File: src/rtl/seg7_scan_display.sv
// -----------------------------------------------------------------------------
// seg7_scan_display
//
// Scans an 8-digit, common-anode, multiplexed seven-segment display showing
// one of four 32-bit CPU words as hexadecimal. A debounced push-button steps
// the selected source. The displayed word is captured once per scan frame, so
// all eight digits always show one coherent value.
//
// Parameters
//   SCAN_DIV   : clk cycles each digit stays lit (>= 2)
//   DEB_CYCLES : consecutive stable cycles needed to accept a button change (>= 1)
//   BLANK_LZ   : 1 = blank leading zero digits (digit 0 always shown)
//
// Ports
//   clk          in   system clock
//   clr          in   asynchronous active-high reset
//   Leddata      in   source 0
//   Count_all    in   source 1
//   Count_branch in   source 2
//   Count_jmp    in   source 3
//   btn_mode     in   raw bouncing mode button, active-high
//   AN[7:0]      out  digit enables, active-low, AN[0] = rightmost digit
//   SEG[7:0]     out  segments {dp,g,f,e,d,c,b,a}, active-low
//   mode[1:0]    out  selected source index; dp is lit on digit == mode
// -----------------------------------------------------------------------------
module seg7_scan_display #(
   parameter int SCAN_DIV   = 100000,
   parameter int DEB_CYCLES = 1000000,
   parameter int BLANK_LZ   = 1
) (
   input  logic        clk,
   input  logic        clr,
   input  logic [31:0] Leddata,
   input  logic [31:0] Count_all,
   input  logic [31:0] Count_branch,
   input  logic [31:0] Count_jmp,
   input  logic        btn_mode,
   output logic [7:0]  AN,
   output logic [7:0]  SEG,
   output logic [1:0]  mode
);

   localparam int DIV_W = $clog2(SCAN_DIV);
   // A one-cycle debounce still needs a 1-bit counter to stay legal.
   localparam int DEB_W = (DEB_CYCLES > 1) ? $clog2(DEB_CYCLES) : 1;

   logic [DIV_W-1:0] div_cnt_reg;
   logic [2:0]       digit_reg;
   logic [31:0]      shadow_reg;
   logic [1:0]       mode_reg;
   logic [1:0]       sync_reg;
   logic             deb_level_reg;
   logic [DEB_W-1:0] deb_cnt_reg;

   logic             tick;
   logic             btn_s;
   logic [31:0]      src_word;

   assign tick  = (div_cnt_reg == DIV_W'(SCAN_DIV - 1));
   assign btn_s = sync_reg[1];

   // ---------------------------------------------------------------- scan
   always_ff @(posedge clk or posedge clr) begin
      if (clr) begin
         div_cnt_reg <= '0;
         digit_reg   <= '0;
      end else if (tick) begin
         div_cnt_reg <= '0;
         digit_reg   <= digit_reg + 3'd1;
      end else begin
         div_cnt_reg <= div_cnt_reg + DIV_W'(1);
      end
   end

   // ------------------------------------------------------------ snapshot
   always_comb begin
      src_word = Leddata;
      case (mode_reg)
         2'd0: src_word = Leddata;
         2'd1: src_word = Count_all;
         2'd2: src_word = Count_branch;
         2'd3: src_word = Count_jmp;
         default: src_word = Leddata;
      endcase
   end

   // The word is reloaded only as digit 7 hands over to digit 0, so a
   // frame never mixes nibbles from two different source values.
   always_ff @(posedge clk or posedge clr) begin
      if (clr) begin
         shadow_reg <= '0;
      end else if (tick && digit_reg == 3'd7) begin
         shadow_reg <= src_word;
      end
   end

   // ------------------------------------------------ button sync/debounce
   always_ff @(posedge clk or posedge clr) begin
      if (clr) begin
         sync_reg      <= '0;
         deb_level_reg <= 1'b0;
         deb_cnt_reg   <= '0;
         mode_reg      <= '0;
      end else begin
         sync_reg <= {sync_reg[0], btn_mode};
         if (btn_s != deb_level_reg) begin
            // Accept the new level after DEB_CYCLES consecutive mismatches;
            // any return to the old level clears the count below.
            if (deb_cnt_reg == DEB_W'(DEB_CYCLES - 1)) begin
               deb_level_reg <= btn_s;
               deb_cnt_reg   <= '0;
               if (btn_s) begin
                  mode_reg <= mode_reg + 2'd1;
               end
            end else begin
               deb_cnt_reg <= deb_cnt_reg + DEB_W'(1);
            end
         end else begin
            deb_cnt_reg <= '0;
         end
      end
   end

   assign mode = mode_reg;

   // -------------------------------------------------------------- decode
   logic [3:0] nib [8];
   logic [7:0] upper_zero;

   // upper_zero[i]: every nibble from digit i upward is zero, i.e. digit i
   // is a leading zero. Digit 0 is never treated as one.
   for (genvar gi = 0; gi < 8; gi++) begin : g_digit
      assign nib[gi] = shadow_reg[4*gi +: 4];
      if (gi == 0) begin : g_lsd
         assign upper_zero[gi] = 1'b0;
      end else begin : g_upper
         assign upper_zero[gi] = (shadow_reg[31:4*gi] == '0);
      end
   end

   function automatic logic [6:0] hex7(input logic [3:0] v);
      logic [6:0] s;
      case (v)
         4'h0: s = 7'h40;
         4'h1: s = 7'h79;
         4'h2: s = 7'h24;
         4'h3: s = 7'h30;
         4'h4: s = 7'h19;
         4'h5: s = 7'h12;
         4'h6: s = 7'h02;
         4'h7: s = 7'h78;
         4'h8: s = 7'h00;
         4'h9: s = 7'h10;
         4'hA: s = 7'h08;
         4'hB: s = 7'h03;
         4'hC: s = 7'h46;
         4'hD: s = 7'h21;
         4'hE: s = 7'h06;
         4'hF: s = 7'h0E;
         default: s = 7'h7F;
      endcase
      return s;
   endfunction

   logic [6:0] seg_dec;

   always_comb begin
      seg_dec = hex7(nib[digit_reg]);
      if (BLANK_LZ != 0 && upper_zero[digit_reg]) begin
         seg_dec = 7'h7F;
      end
   end

   assign AN  = ~(8'h01 << digit_reg);
   // dp marks the selected source and ignores blanking.
   assign SEG = {(digit_reg != {1'b0, mode_reg}), seg_dec};

endmodule

File: config.mk
export PLATFORM = sky130hd
export DESIGN_NAME = seg7_scan_display
export DESIGN_NICKNAME = d
export VERILOG_FILES = /design/src/rtl/seg7_scan_display.sv
export SDC_FILE = /design/constraint.sdc
export NUM_CORES = 1
export LEC_CHECK = 0
export CORE_UTILIZATION = 35
export DETAILED_ROUTE_END_ITERATION = 10
export GPL_ROUTABILITY_DRIVEN = 1
export PLACE_DENSITY_LB_ADDON = 0.08
export SKIP_LAST_GASP = 1
export SLEW_MARGIN = 40
export SYNTH_ARGS = -nofsm -noshare
export SYNTH_HDL_FRONTEND = slang
export SYNTH_SLANG_ARGS = --single-unit
File: constraint.sdc
create_clock -name clk -period 6.7 [get_ports clk]
set_clock_uncertainty 0.2 [all_clocks]
set_input_delay 1.34 -clock clk [delete_from_list [all_inputs] [get_ports clk]]
set_output_delay 1.34 -clock clk [all_outputs]
set_load 0.02 [all_outputs]
==> run_results.csv <==
group,metric,value,unit
grt,grt_pass1_vias,4080,
job,maxCapViolCount,0,
timing,report.final.slew_viol_count,0,
timing,fin_crit,4810,ps
drt,route.detailed.drc,0,
drt,ant_nets,0,
final_layout,largest_register_ffs,32,
place,gp_congestion,0.792,
critical_path,worstSetupEndpointType,"output pin",
final_layout,drive_above_1_share,0.126,
grt,grt_overflow,0,
clock_tree,clock_sinks,77,
synthesis,yosysSeqAreaShare,0.410,
place,dp_cells,760,
final_layout,final-instance-count-excl-fill,775,
grt,antenna_found_initial,0,
drt,vias,4143,
critical_path,cp.required,5160,ps
synthesis,synthTopCellsByArea,"dfrtp_1 (41%), mux2_2 (8.6%), a222oi_1 (6.8%), ha_1 (4.8%), nand2_1 (4.5%)",
place,hpwlAfterDp,10200,microns
grt,grt_pass1_wl,21400,microns
synthesis,synth_edf_count,0,
floorplanning,core,12900,sq um
clock_tree,cts_buffer_depth,2,
place,portBuffers,148,
power_and_ir_drop,p_comb_frac,0.102,
power_and_ir_drop,ir_worst_vdd,0.000146,V
power_and_ir_drop,switchingPower,0.213,mW
synthesis,syn_avg_cell_area,10.1,sq um
clock_tree,cts_hold_buf,0,
floorplanning,io_pins,149,
timing,finalSetupTns,0,ps
synthesis,yosys.area.top_type,"dfrtp_1",
power_and_ir_drop,power.leakage,2.76,nW
critical_path,critical_path_arrival,3270,ps
final_layout,final_common_cell,"clkdlybuf4s50_1",
power_and_ir_drop,p_per_area,154,nW/um^2
critical_path,worstPathMaxFanout,14,
power_and_ir_drop,pwr-share-seq,0.466,
power_and_ir_drop,swShare,0.211,
floorplanning,start_util,0.365,
synthesis,syn_inst,466,
clock_tree,insertion_delay,330,ps
final_layout,antenna_cells,0,
grt,grt_use_total,0.196,
final_layout,synthToLayoutAreaGrowth,39.3,%
hold_path,min_path_type,"flop to flop",
final_layout,fin_util,0.508,
timing,rsz0062_at_grt,"false",
power_and_ir_drop,internal_power,0.795,mW
clock_tree,cts_setup_buffers,0,
timing,fmax,208,MHz
timing,hold_viol,0,
drt,drt-pass1-iter-count,9,
timing,tightest_slew,699,ps
floorplanning,rows,41,
final_layout,final_cell_mix,"clkdlybuf4s50_1 (148), dfrtp_1 (77), nand2_1 (56)",
clock_tree,cts_tree,"built",
clock_tree,h-tree-depth,3,
floorplanning,dieArea,13900,sq um
synthesis,yosysWarnings,0,
synthesis,synth_top_area_frac,0.410,
floorplanning,die_w,118,microns
clock_tree,clk_pin_slew,60,ps
synthesis,synth-async-reset-ratio,1.00,
floorplanning,die_h,118,microns
synthesis,ys_seq_elements,77,
final_layout,nNetsFinal,748,
clock_tree,cts-root-buf,"clkbuf_16",
drt,wirelength,13500,microns
timing,period_share,0.718,
power_and_ir_drop,clockPowerShare,0.433,
synthesis,synth_ff_type,"dfrtp_1",
timing,slew_headroom,0.530,
clock_tree,post_cts_resized,0,
timing,setup_viol,0,
power_and_ir_drop,design_power_total,1.01,mW
synthesis,synth_area,4700,sq um
synthesis,synth_cell_types,49,
synthesis,synth_nets,615,
critical_path,critical_path.startpoint_type,"flop",
outcome,status,"finished, final reports clean",
clock_tree,cts_buffers,9,
drt,vias_per_cell,5.35,
drt,wl_per_cell,17.4,microns
critical_path,worstSetupPathType,"flop to output pin",
grt,grt_max_degree,65,
drt,first_iter_violations,428,
## stage by stage
step                      worst slack (ps)  instance area (sq um)  hold WS (ps)
after global routing                  1700                   6540           171
after detailed placement              2250                   6280           139
after floorplan                       2960                   4700           131
after CTS                             1890                   6540           160
final                                 1890                   6540           158
after global placement                2310                   6260           148
## worst paths after layout
check,startpoint,end,slack [ps],depth (start not counted)
max,digit_reg[0]$_DFFE_PP0N_,SEG[3],1890,8
min,sync_reg[0]$_DFF_PP0_,sync_reg[1]$_DFF_PP0_,160,0
max reg2reg,div_cnt_reg[5]$_DFF_PP0_,shadow_reg[6]$_DFFE_PP0P_,3970,5
min reg2reg,sync_reg[0]$_DFF_PP0_,sync_reg[1]$_DFF_PP0_,160,0
max in group asynchronous,clr,shadow_reg[0]$_DFFE_PP0P_,4230,3
min in group asynchronous,clr,deb_cnt_reg[12]$_DFF_PP0_,1190,2
## layer usage
layer | global-route usage | routed length (microns)
met1 | 0.248 | 5820
met2 | 0.343 | 6960
met3 | 0.0388 | 607
met4 | 0.0409 | 102
met5 | 0 | 0
## kinds of logic after synthesis
family,share of synthesized area
AOI/OAI and AO/OA,0.133
muxes,0.136
xor gates and xnor gates,0.0690
DFF,0.410
adders and majority gates,0.0479
and+or+nand+nor,0.160
buffers and inverters,0.0434
## critical path: stages, from the launching register on
cell             delay (ps)
dfrtp_1                 720
mux4_2                  600
mux2_2                  340
inv_2                   100
ha_1                    240
nor2_1                  120
a211oi_1                 60
o21ai_1                 160
clkdlybuf4s50_1         610
## layout make-up
class / instances / area, sq um
Sequential cell: 77 / 1930
Multi-Input combinational cell: 347 / 2590
Clock inverter: 5 / 27.5
Timing Repair Buffer: 149 / 1490
Clock buffer: 10 / 239
Inverter: 15 / 58.8
Tap cell: 172 / 215
Fill cell: 1193 / 6330
## synthesized netlist by cell type, drive strengths merged, types with 15 or more instances
| master | n |
|---|---|
| nor2 | 37 |
| o21ai | 39 |
| ha | 18 |
| a222oi | 32 |
| inv | 15 |
| mux2 | 37 |
| nand2 | 57 |
| nand3 | 20 |
| xor2 | 16 |
| clkbuf | 17 |
| xnor2 | 21 |
| dfrtp | 77 |
## power groups by stage
stage | registers [mW] | clock network (mW) | logic (mW)
detailed placement | 0.478 | 0 | 0.103
global route | 0.470 | 0.467 | 0.111
CTS | 0.469 | 0.448 | 0.104
global placement | 0.478 | 0 | 0.102
floorplan | 0.477 | 0 | 0.0190
finish | 0.469 | 0.436 | 0.102
Power figures use the tool's default switching activity.
